`config.mk`:
```
export PLATFORM = sky130hd
export DESIGN_NAME = da_wave_gen
export DESIGN_NICKNAME = d
export VERILOG_FILES = /design/src/rtl/da_wave_gen.sv
export SDC_FILE = /design/constraint.sdc
export NUM_CORES = 1
export LEC_CHECK = 0
export CAP_MARGIN = 20
export CORE_ASPECT_RATIO = 0.6
export CORE_MARGIN = 1
export CORE_UTILIZATION = 58
export CTS_CLUSTER_DIAMETER = 50
export CTS_CLUSTER_SIZE = 40
export DETAILED_ROUTE_END_ITERATION = 6
export PLACE_DENSITY_LB_ADDON = 0.08
export SYNTH_ARGS = -nofsm -noshare
export SYNTH_HDL_FRONTEND = slang
export SYNTH_SLANG_ARGS = --single-unit
```
`constraint.sdc`:
```
create_clock -name clk -period 3.6 [get_ports clk]
set_clock_uncertainty 0.15 [all_clocks]
set_input_delay 0.72 -clock clk [delete_from_list [all_inputs] [get_ports clk]]
set_output_delay 0.72 -clock clk [all_outputs]
set_load 0.02 [all_outputs]
```
`src/rtl/da_wave_gen.sv`:
```
// da_wave_gen: synthesised DA waveform source, a drop-in ROM replacement.
// Ports: clk, rst_n (sync, active-low), rd_addr[7:0] phase, wave_sel[1:0]
//   (sine/square/tri/saw), amp_sel[1:0] (1,1/2,1/4,1/8 about mid-scale),
//   rd_data[7:0] registered sample, frame_start (addr-0 marker), cur_wave[1:0].
module da_wave_gen #(
  parameter logic [7:0] MID_CODE = 8'd128
) (
  input  logic       clk,
  input  logic       rst_n,
  input  logic [7:0] rd_addr,
  input  logic [1:0] wave_sel,
  input  logic [1:0] amp_sel,
  output logic [7:0] rd_data,
  output logic       frame_start,
  output logic [1:0] cur_wave
);

  logic [7:0] data_q, data_d;
  logic       fs_q, fs_d;
  logic [1:0] wave_q, wave_d;
  logic [1:0] amp_q, amp_d;

  logic       at_zero;
  logic [1:0] eff_wave;
  logic [1:0] eff_amp;
  logic [5:0] q_idx;
  logic [6:0] q_val;
  logic [7:0] tri_up;
  logic [7:0] raw;

  // Quarter-wave sine magnitude, round(127*sin(pi*(2k+1)/256)).
  function automatic logic [6:0] sine_q(input logic [5:0] k);
    logic [6:0] q;
    case (k)
      6'd0:  q = 7'd2;
      6'd1:  q = 7'd5;
      6'd2:  q = 7'd8;
      6'd3:  q = 7'd11;
      6'd4:  q = 7'd14;
      6'd5:  q = 7'd17;
      6'd6:  q = 7'd20;
      6'd7:  q = 7'd23;
      6'd8:  q = 7'd26;
      6'd9:  q = 7'd29;
      6'd10: q = 7'd32;
      6'd11: q = 7'd35;
      6'd12: q = 7'd38;
      6'd13: q = 7'd41;
      6'd14: q = 7'd44;
      6'd15: q = 7'd47;
      6'd16: q = 7'd50;
      6'd17: q = 7'd53;
      6'd18: q = 7'd56;
      6'd19: q = 7'd58;
      6'd20: q = 7'd61;
      6'd21: q = 7'd64;
      6'd22: q = 7'd67;
      6'd23: q = 7'd69;
      6'd24: q = 7'd72;
      6'd25: q = 7'd74;
      6'd26: q = 7'd77;
      6'd27: q = 7'd79;
      6'd28: q = 7'd82;
      6'd29: q = 7'd84;
      6'd30: q = 7'd86;
      6'd31: q = 7'd89;
      6'd32: q = 7'd91;
      6'd33: q = 7'd93;
      6'd34: q = 7'd95;
      6'd35: q = 7'd97;
      6'd36: q = 7'd99;
      6'd37: q = 7'd101;
      6'd38: q = 7'd103;
      6'd39: q = 7'd105;
      6'd40: q = 7'd106;
      6'd41: q = 7'd108;
      6'd42: q = 7'd110;
      6'd43: q = 7'd111;
      6'd44: q = 7'd113;
      6'd45: q = 7'd114;
      6'd46: q = 7'd115;
      6'd47: q = 7'd117;
      6'd48: q = 7'd118;
      6'd49: q = 7'd119;
      6'd50: q = 7'd120;
      6'd51: q = 7'd121;
      6'd52: q = 7'd122;
      6'd53: q = 7'd123;
      6'd54: q = 7'd124;
      6'd55: q = 7'd124;
      6'd56: q = 7'd125;
      6'd57: q = 7'd125;
      6'd58: q = 7'd126;
      6'd59: q = 7'd126;
      6'd60: q = 7'd127;
      6'd61: q = 7'd127;
      6'd62: q = 7'd127;
      6'd63: q = 7'd127;
      default: q = 7'd127;
    endcase
    return q;
  endfunction

  // New selections are honoured only on the address-0 sample itself.
  assign at_zero  = (rd_addr == 8'd0);
  assign eff_wave = at_zero ? wave_sel : wave_q;
  assign eff_amp  = at_zero ? amp_sel : amp_q;

  // Odd quarters run the table backwards (63-i == ~i for 6 bits).
  assign q_idx  = rd_addr[6] ? ~rd_addr[5:0] : rd_addr[5:0];
  assign q_val  = sine_q(q_idx);
  assign tri_up = {rd_addr[6:0], 1'b0};

  always_comb begin
    raw = rd_addr;
    unique case (eff_wave)
      2'd0: raw = rd_addr[7] ? (8'd127 - {1'b0, q_val})
                             : (8'd128 + {1'b0, q_val});
      2'd1: raw = rd_addr[7] ? 8'd0 : 8'd255;
      2'd2: raw = rd_addr[7] ? (8'd255 - tri_up) : tri_up;
      2'd3: raw = rd_addr;
      default: raw = rd_addr;
    endcase
  end

  // Attenuation shrinks the swing about mid-scale.
  always_comb begin
    data_d = raw;
    unique case (eff_amp)
      2'd0: data_d = raw;
      2'd1: data_d = (raw >> 1) + 8'd64;
      2'd2: data_d = (raw >> 2) + 8'd96;
      2'd3: data_d = (raw >> 3) + 8'd112;
      default: data_d = raw;
    endcase
  end

  assign fs_d   = at_zero;
  assign wave_d = eff_wave;
  assign amp_d  = eff_amp;

  always_ff @(posedge clk) begin
    if (!rst_n) begin
      data_q <= MID_CODE;
      fs_q   <= 1'b0;
      wave_q <= 2'd0;
      amp_q  <= 2'd0;
    end else begin
      data_q <= data_d;
      fs_q   <= fs_d;
      wave_q <= wave_d;
      amp_q  <= amp_d;
    end
  end

  assign rd_data     = data_q;
  assign frame_start = fs_q;
  assign cur_wave    = wave_q;

endmodule

```
# After elaboration in Yosys (flattened, before gate mapping)
# Memories as Yosys holds them, arrays and structs flattened.
# Index checks and enable logic that the tools add are counted.
totals:
  ff_bits: 13
  rom_bits: 448
  input_bits: 14
  output_inout_bits: 11
  elab_cells: 29
  n_memories: 1
mem_list:
  columns: ["memory", "words", "word_bits", "rd", "rd_ports_with_merged_regs", "write_ports", "line_no", "text"]
  rows:
  - ["(no name shown)", 64, 7, 1, 0, 0, "34", "case (k)"]
classes:
  add_sub_neg: 6
  n_eq_ne: 6
  muxes: 8
  bitwise: 1
  reduce_logical: 3
ops:
  columns: ["op", "n"]
  rows:
  - ["$pmux 8 s4", 2]
  - ["$mux 8", 3]
  - ["$add 5x7->8 const B", 1]
  - ["$add 6x7->8 const B", 1]
  - ["$add 7x7->8 const B", 1]
  - ["$add 8x7->8 const A", 1]
  - ["$eq 2x2->1 const B", 4]
  - ["$logic_not 8->1", 1]
  - ["$sub 7x7->8 const A", 1]
  - ["$sub 8x8->8 const A", 1]
  - ["$mux 6", 1]
  - ["$not 6->6", 1]
  - ["$eq 2x1->1 const B", 2]
  - ["$logic_not 2->1", 2]
  - ["$mux 2", 2]

# Longest topological paths before layout
# An unclocked memory read counts as a cell.
depth:
  ltp_word: 8
  ltp_mapped: 13

# Least setup slack after synthesis
# Ideal clock, no wire load.
synth_timing:
  path_kind: "input to register"
  startpoint: "input rd_addr[7]"
  endpoint: "register data_q[3], in the netlist rd_data[3]"
  setup_time_ns: 0.095
  arrival_ns: 3.068
  setup_slack_ns: 0.287
  stages: 11
  path_buffers: 1
  cell_sequence: "clkbuf_1 > clkinv_1 > ha_1 > and3b_1 > nand2_1 > mux2_2 > o21bai_1 > o221ai_1 > a311oi_2 > a21oi_1 > a221oi_1"
synth_via:
  elab_chain_cells: 6
  word_cells_on_any_way: 19
  classes_between: "add/sub (3); eq/ne (6); mux (7); reduce/logical (3)"
synth_lines:
  columns: ["element", "line_no", "text"]
  rows:
  - ["start: declaration", "10", "input logic [7:0] rd_addr,"]
  - ["$logic_not 8->1", "105", "assign at_zero = (rd_addr == 8'd0);"]
  - ["$mux 2", "106", "assign eff_wave = at_zero ? wave_sel : wave_q;"]
  - ["$eq 2x2->1, or another cell as far along", "116", "unique case (eff_wave)"]
  - ["$pmux 8 s4", "116", null]
  - ["$add 5x7->8, or another cell as far along", "133", "2'd3: data_d = (raw >> 3) + 8'd112;"]
  - ["$pmux 8 s4 (*)", "129", "unique case (eff_amp)"]
  - ["end signal: assignment", "149", "data_q <= data_d;"]
  - ["end: declaration", "18", "logic [7:0] data_q, data_d;"]
# Every way passes the cells marked *; elsewhere a longest branch is shown, timed or not.
# A chain may end at the register's enable or synchronous reset.

# Worst setup path in the final report
layout_timing:
  startpoint: "input rd_addr[0]"
  endpoint: "register data_q[4], in the netlist rd_data[4]"
layout_via:
  elab_chain_cells: 8
  word_cells_on_any_way: 24
  classes_between: "add/sub (6); eq/ne (6); mux (7); bitwise (1); reduce/logical (3); memory (1)"
layout_lines:
  columns: ["element", "line_no", "text"]
  rows:
  - ["$not 6->6", "110", "assign q_idx = rd_addr[6] ? ~rd_addr[5:0] : rd_addr[5:0];"]
  - ["$mux 6", "110", null]
  - ["$mem_v2 64x7", null, null]
  - ["$add 8x7->8 or $sub 7x7->8 (tied branches)", "118, 117", null]
  - ["$mux 8", "117", "2'd0: raw = rd_addr[7] ? (8'd127 - {1'b0, q_val})"]
  - ["$pmux 8 s4", "116", null]
  - ["$add 5x7->8, or another cell as far along", "133", null]
  - ["$pmux 8 s4 (*)", "129", null]
# Marks and branches as above.

==> impl_metrics.env <==
export IMPL_maxCapViolCount=0
export IMPL_io_pins=25
export IMPL_max_vdd_ir_drop_mv=0.213
export IMPL_syn_nets=363
export IMPL_antenna_left=0
export IMPL_worst_ep_arrival_time_ns=3.45
export IMPL_synthToLayoutAreaGrowth_pct=22.2
export IMPL_placement_cell_area_mm2=0.00283
export IMPL_post_synth_inst_count=347
export IMPL_detailroute_wirelength_met3_um=1250
export IMPL_hpwl_um=5840
export IMPL_worst_skew_pair_late_latency_ns=0.25
export IMPL_worst_hold_path_num_cells=3
export IMPL_share_of_post_route_cells_with_drive_strength_above_1=0.174
export IMPL_floorplan_initialDensity=0.624
export IMPL_slew_violations=0
export IMPL_power_density_mw_per_mm2=213
export IMPL_reg2reg_depth=7
export IMPL_grt_start_max_net_pins=39
export IMPL_wl_met1_um=3520
export IMPL_ctsRootBufferMaster="sky130_fd_sc_hd__clkbuf_8"
export IMPL_clock_tree_buffer_depth=2
export IMPL_placement_rows=17
export IMPL_min_period_ns=3.44
export IMPL_synth_avg_cell_area_um2=6.81
export IMPL_placement_io_buffers=24
export IMPL_via_count_of_the_first_global_routing_pass=2493
export IMPL_cts_tree="done"
export IMPL_cts_htree_levels=1
export IMPL_endpoint_of_the_worst_register_to_register_path="rd_data[4]"
export IMPL_grt_ovfl_total=0
export IMPL_fillers=295
export IMPL_synthDominantCellAreaShare=0.110
export IMPL_worst_setup_path_start_kind="primary input"
export IMPL_cts_sinks=13
export IMPL_synth_area_leader_cell="sky130_fd_sc_hd__dfxtp_1"
export IMPL_highest_signal_layer="met4"
export IMPL_fp_dieH_um=51.4
export IMPL_holdBufCountCts=0
export IMPL_tritoncts_num_buffers=3
export IMPL_synth_sequential_area_ratio=0.110
export IMPL_wl_met2_um=2980
export IMPL_post_synth_num_cell_types=76
export IMPL_timing_worst_slew_pin_value_ns=0.573
export IMPL_route_detailed_drc=29
export IMPL_postCtsSetupBuffers=0
export IMPL_achievable_frequency_mhz=291
export IMPL_top_ff_cell_synth="sky130_fd_sc_hd__dfxtp_1"
export IMPL_setup_viol_count_final=0
export IMPL_final_net_count=397
export IMPL_run_status="finished with violations"
export IMPL_cp_startpoint="rd_addr[0]"
export IMPL_antenna_found_initial=0
export IMPL_drt_wl_total_um=7830
export IMPL_max_slew_margin_rel=0.608
export IMPL_overall_global_routing_usage=0.371
export IMPL_drt_wirelength_per_cell_um=18.3
export IMPL_worst_r2r_startpoint="cur_wave[1]"
export IMPL_timing_final_crit_share=0.955
export IMPL_worst_path_max_fanout=6
export IMPL_fp_dieW_um=84.4
export IMPL_syn_cell_area_mm2=0.00236
export IMPL_vias=2925
export IMPL_crit_required_ns=3.61
export IMPL_min_delay_worst_endpoint="rd_data[3]"
export IMPL_timing_setup_critical_path_class="primary input to flop"
export IMPL_gp_congestion=1.00
export IMPL_detail_route_first_pass_iterations=7
export IMPL_antenna_cells=0
export IMPL_fp_coreArea_mm2=0.00379
export IMPL_die_area_mm2=0.00434
export IMPL_unrepaired_setup_endpoints_after_global_routing="false"
export IMPL_synth_top_cells_by_area="sky130_fd_sc_hd__dfxtp_1 11%, sky130_fd_sc_hd__nand2_1 5.7%, sky130_fd_sc_hd__a21oi_1 4.9%"
export IMPL_worstSetupEndpointType="flop"
export IMPL_register_clock_pin_slew_on_the_reported_worst_setup_and_hold_paths_ns=0.06
export IMPL_power_total_uw=614
export IMPL_yosysWarnings=0
export IMPL_power_leakage_nw=1.11
export IMPL_async_flop_share=0
export IMPL_viasPerCell=6.85
export IMPL_cts_repair_resized=0
export IMPL_grt_pass1_wl_um=12600
export IMPL_failed_checks="design-rule violations"
export IMPL_synth_ff_latch_count=13
export IMPL_drtIter0Drc=606
export IMPL_min_from="amp_q[1]"
export IMPL_r2r_setup_slack_ns=1.41
export IMPL_timing_hold_violations_final=0
export IMPL_timing_hold_worst_class="flop to flop"
export IMPL_count_of_flip_flops_with_a_built_in_enable_after_synthesis=0
export IMPL_design_area_mm2=0.00289
[worst max-delay path by stage]
| stage | end |
|---|---|
| finish | rd_data[4] |
| global placement | rd_data[0] |
| detailed placement | rd_data[4] |
| global route | rd_data[3] |
| CTS | rd_data[0] |
| floorplan | rd_data[3] |
[area by class of cell]
cell class                      instances  area (µm²)  share of cell area
Multi-Input combinational cell        289        1890               0.655
Timing Repair Buffer                   65         598               0.207
Tap cell                               47        58.8              0.0204
Sequential cell                        13         260              0.0901
Clock buffer                            3        41.3              0.0143
Inverter                                9        33.8              0.0117
Clock inverter                          1        5.00             0.00173
[placed cells by master, fill, tap and decap left out, types with 6 or more instances in the layout]
cell type / netlist / routed
sky130_fd_sc_hd__nor2_1: 23 / 23
sky130_fd_sc_hd__buf_4: 3 / 37
sky130_fd_sc_hd__nand2b_1: 8 / 8
sky130_fd_sc_hd__a221oi_1: 7 / 6
sky130_fd_sc_hd__a211oi_1: 9 / 8
sky130_fd_sc_hd__nor3_1: 6 / 6
sky130_fd_sc_hd__nor2b_1: 16 / 16
sky130_fd_sc_hd__nand3b_1: 7 / 7
sky130_fd_sc_hd__a21oi_1: 23 / 23
sky130_fd_sc_hd__nand2_1: 36 / 36
sky130_fd_sc_hd__clkdlybuf4s50_1: 0 / 24
sky130_fd_sc_hd__dfxtp_1: 13 / 13
sky130_fd_sc_hd__o21ai_0: 23 / 23
sky130_fd_sc_hd__o211ai_1: 8 / 8
sky130_fd_sc_hd__inv_1: 6 / 6
[metal layers]
layer / GRT usage / vias up
li1: - / 1395
met1: 0.546 / 1294
met2: 0.512 / 224
met3: 0.144 / 12
met4: 0.0480 / 0
met5: 0 / -
[Yosys cell counts, types with 3 or more instances]
cell / count
sky130_fd_sc_hd__buf_1: 3
sky130_fd_sc_hd__a211oi_1: 9
sky130_fd_sc_hd__or3_1: 5
sky130_fd_sc_hd__nand2b_1: 8
sky130_fd_sc_hd__nand4b_1: 3
sky130_fd_sc_hd__nand3_1: 5
sky130_fd_sc_hd__nand4_1: 5
sky130_fd_sc_hd__buf_2: 16
sky130_fd_sc_hd__and2_1: 4
sky130_fd_sc_hd__a221oi_1: 7
sky130_fd_sc_hd__dfxtp_1: 13
sky130_fd_sc_hd__a311oi_1: 3
sky130_fd_sc_hd__buf_6: 3
sky130_fd_sc_hd__or2_2: 3
sky130_fd_sc_hd__o22ai_1: 5
sky130_fd_sc_hd__mux2i_1: 4
sky130_fd_sc_hd__buf_4: 3
sky130_fd_sc_hd__nand2_1: 36
sky130_fd_sc_hd__a21o_1: 5
sky130_fd_sc_hd__o2111ai_1: 4
sky130_fd_sc_hd__clkbuf_1: 11
sky130_fd_sc_hd__a21oi_1: 23
sky130_fd_sc_hd__nand3b_1: 7
sky130_fd_sc_hd__o21ai_0: 23
sky130_fd_sc_hd__nor3_1: 6
sky130_fd_sc_hd__inv_1: 6
sky130_fd_sc_hd__a21boi_0: 3
sky130_fd_sc_hd__nor2b_1: 16
sky130_fd_sc_hd__nor2_1: 23
sky130_fd_sc_hd__a31oi_1: 5
sky130_fd_sc_hd__a22oi_1: 5
sky130_fd_sc_hd__nor4_1: 4
sky130_fd_sc_hd__o21ai_1: 3
sky130_fd_sc_hd__o211ai_1: 8
sky130_fd_sc_hd__o221ai_1: 4
sky130_fd_sc_hd__and3_1: 3
[power by group]
| group | internal (mW) | switching, mW | total, mW | leakage [nW] |
|---|---|---|---|---|
| logic | 0.146 | 0.180 | 0.326 | 0.979 |
| clock network | 0.0765 | 0.0558 | 0.132 | 0.0255 |
| registers | 0.153 | 0.00234 | 0.156 | 0.107 |
[cells by family after synthesis]
logic type | count (synthesis) | synth area share
compound gates | 134 | 0.405
xor+xnor | 4 | 0.0148
fa+ha+maj | 2 | 0.0106
buf+inv | 45 | 0.0943
flops | 13 | 0.110
mux | 6 | 0.0312
simple gates | 143 | 0.334
[through the flow]
step                      TNS [ns]  cells  worst slack (ns)  hold slack [ns]  utilization
after global routing             0    427           0.00260            0.631        0.763
final                            0    427             0.162            0.631        0.763
after floorplan                  0    347             0.287            0.436            -
after CTS                        0    427             0.208            0.590        0.760
after detailed placement    -0.130    423           -0.0410            0.579        0.748
after global placement     -0.0516    423           -0.0516            0.591        0.748
[critical path: stages]
cell and delay (ns):
sky130_fd_sc_hd__clkdlybuf4s50_1 0.54, sky130_fd_sc_hd__inv_2 0.09, sky130_fd_sc_hd__ha_1 0.22, sky130_fd_sc_hd__and3b_1 0.21, sky130_fd_sc_hd__nand2_1 0.13, sky130_fd_sc_hd__mux2_2 0.42, sky130_fd_sc_hd__o21bai_1 0.16, sky130_fd_sc_hd__o221ai_1 0.14
sky130_fd_sc_hd__a311oi_2 0.40, sky130_fd_sc_hd__mux2i_1 0.17, sky130_fd_sc_hd__a211oi_1 0.24
[flip-flops by register name, indices dropped and copies added (netlist names)]
signal,cells
frame_start,1
amp_q,2
cur_wave,2
rd_data,8
Power figures use the tool's default switching activity.
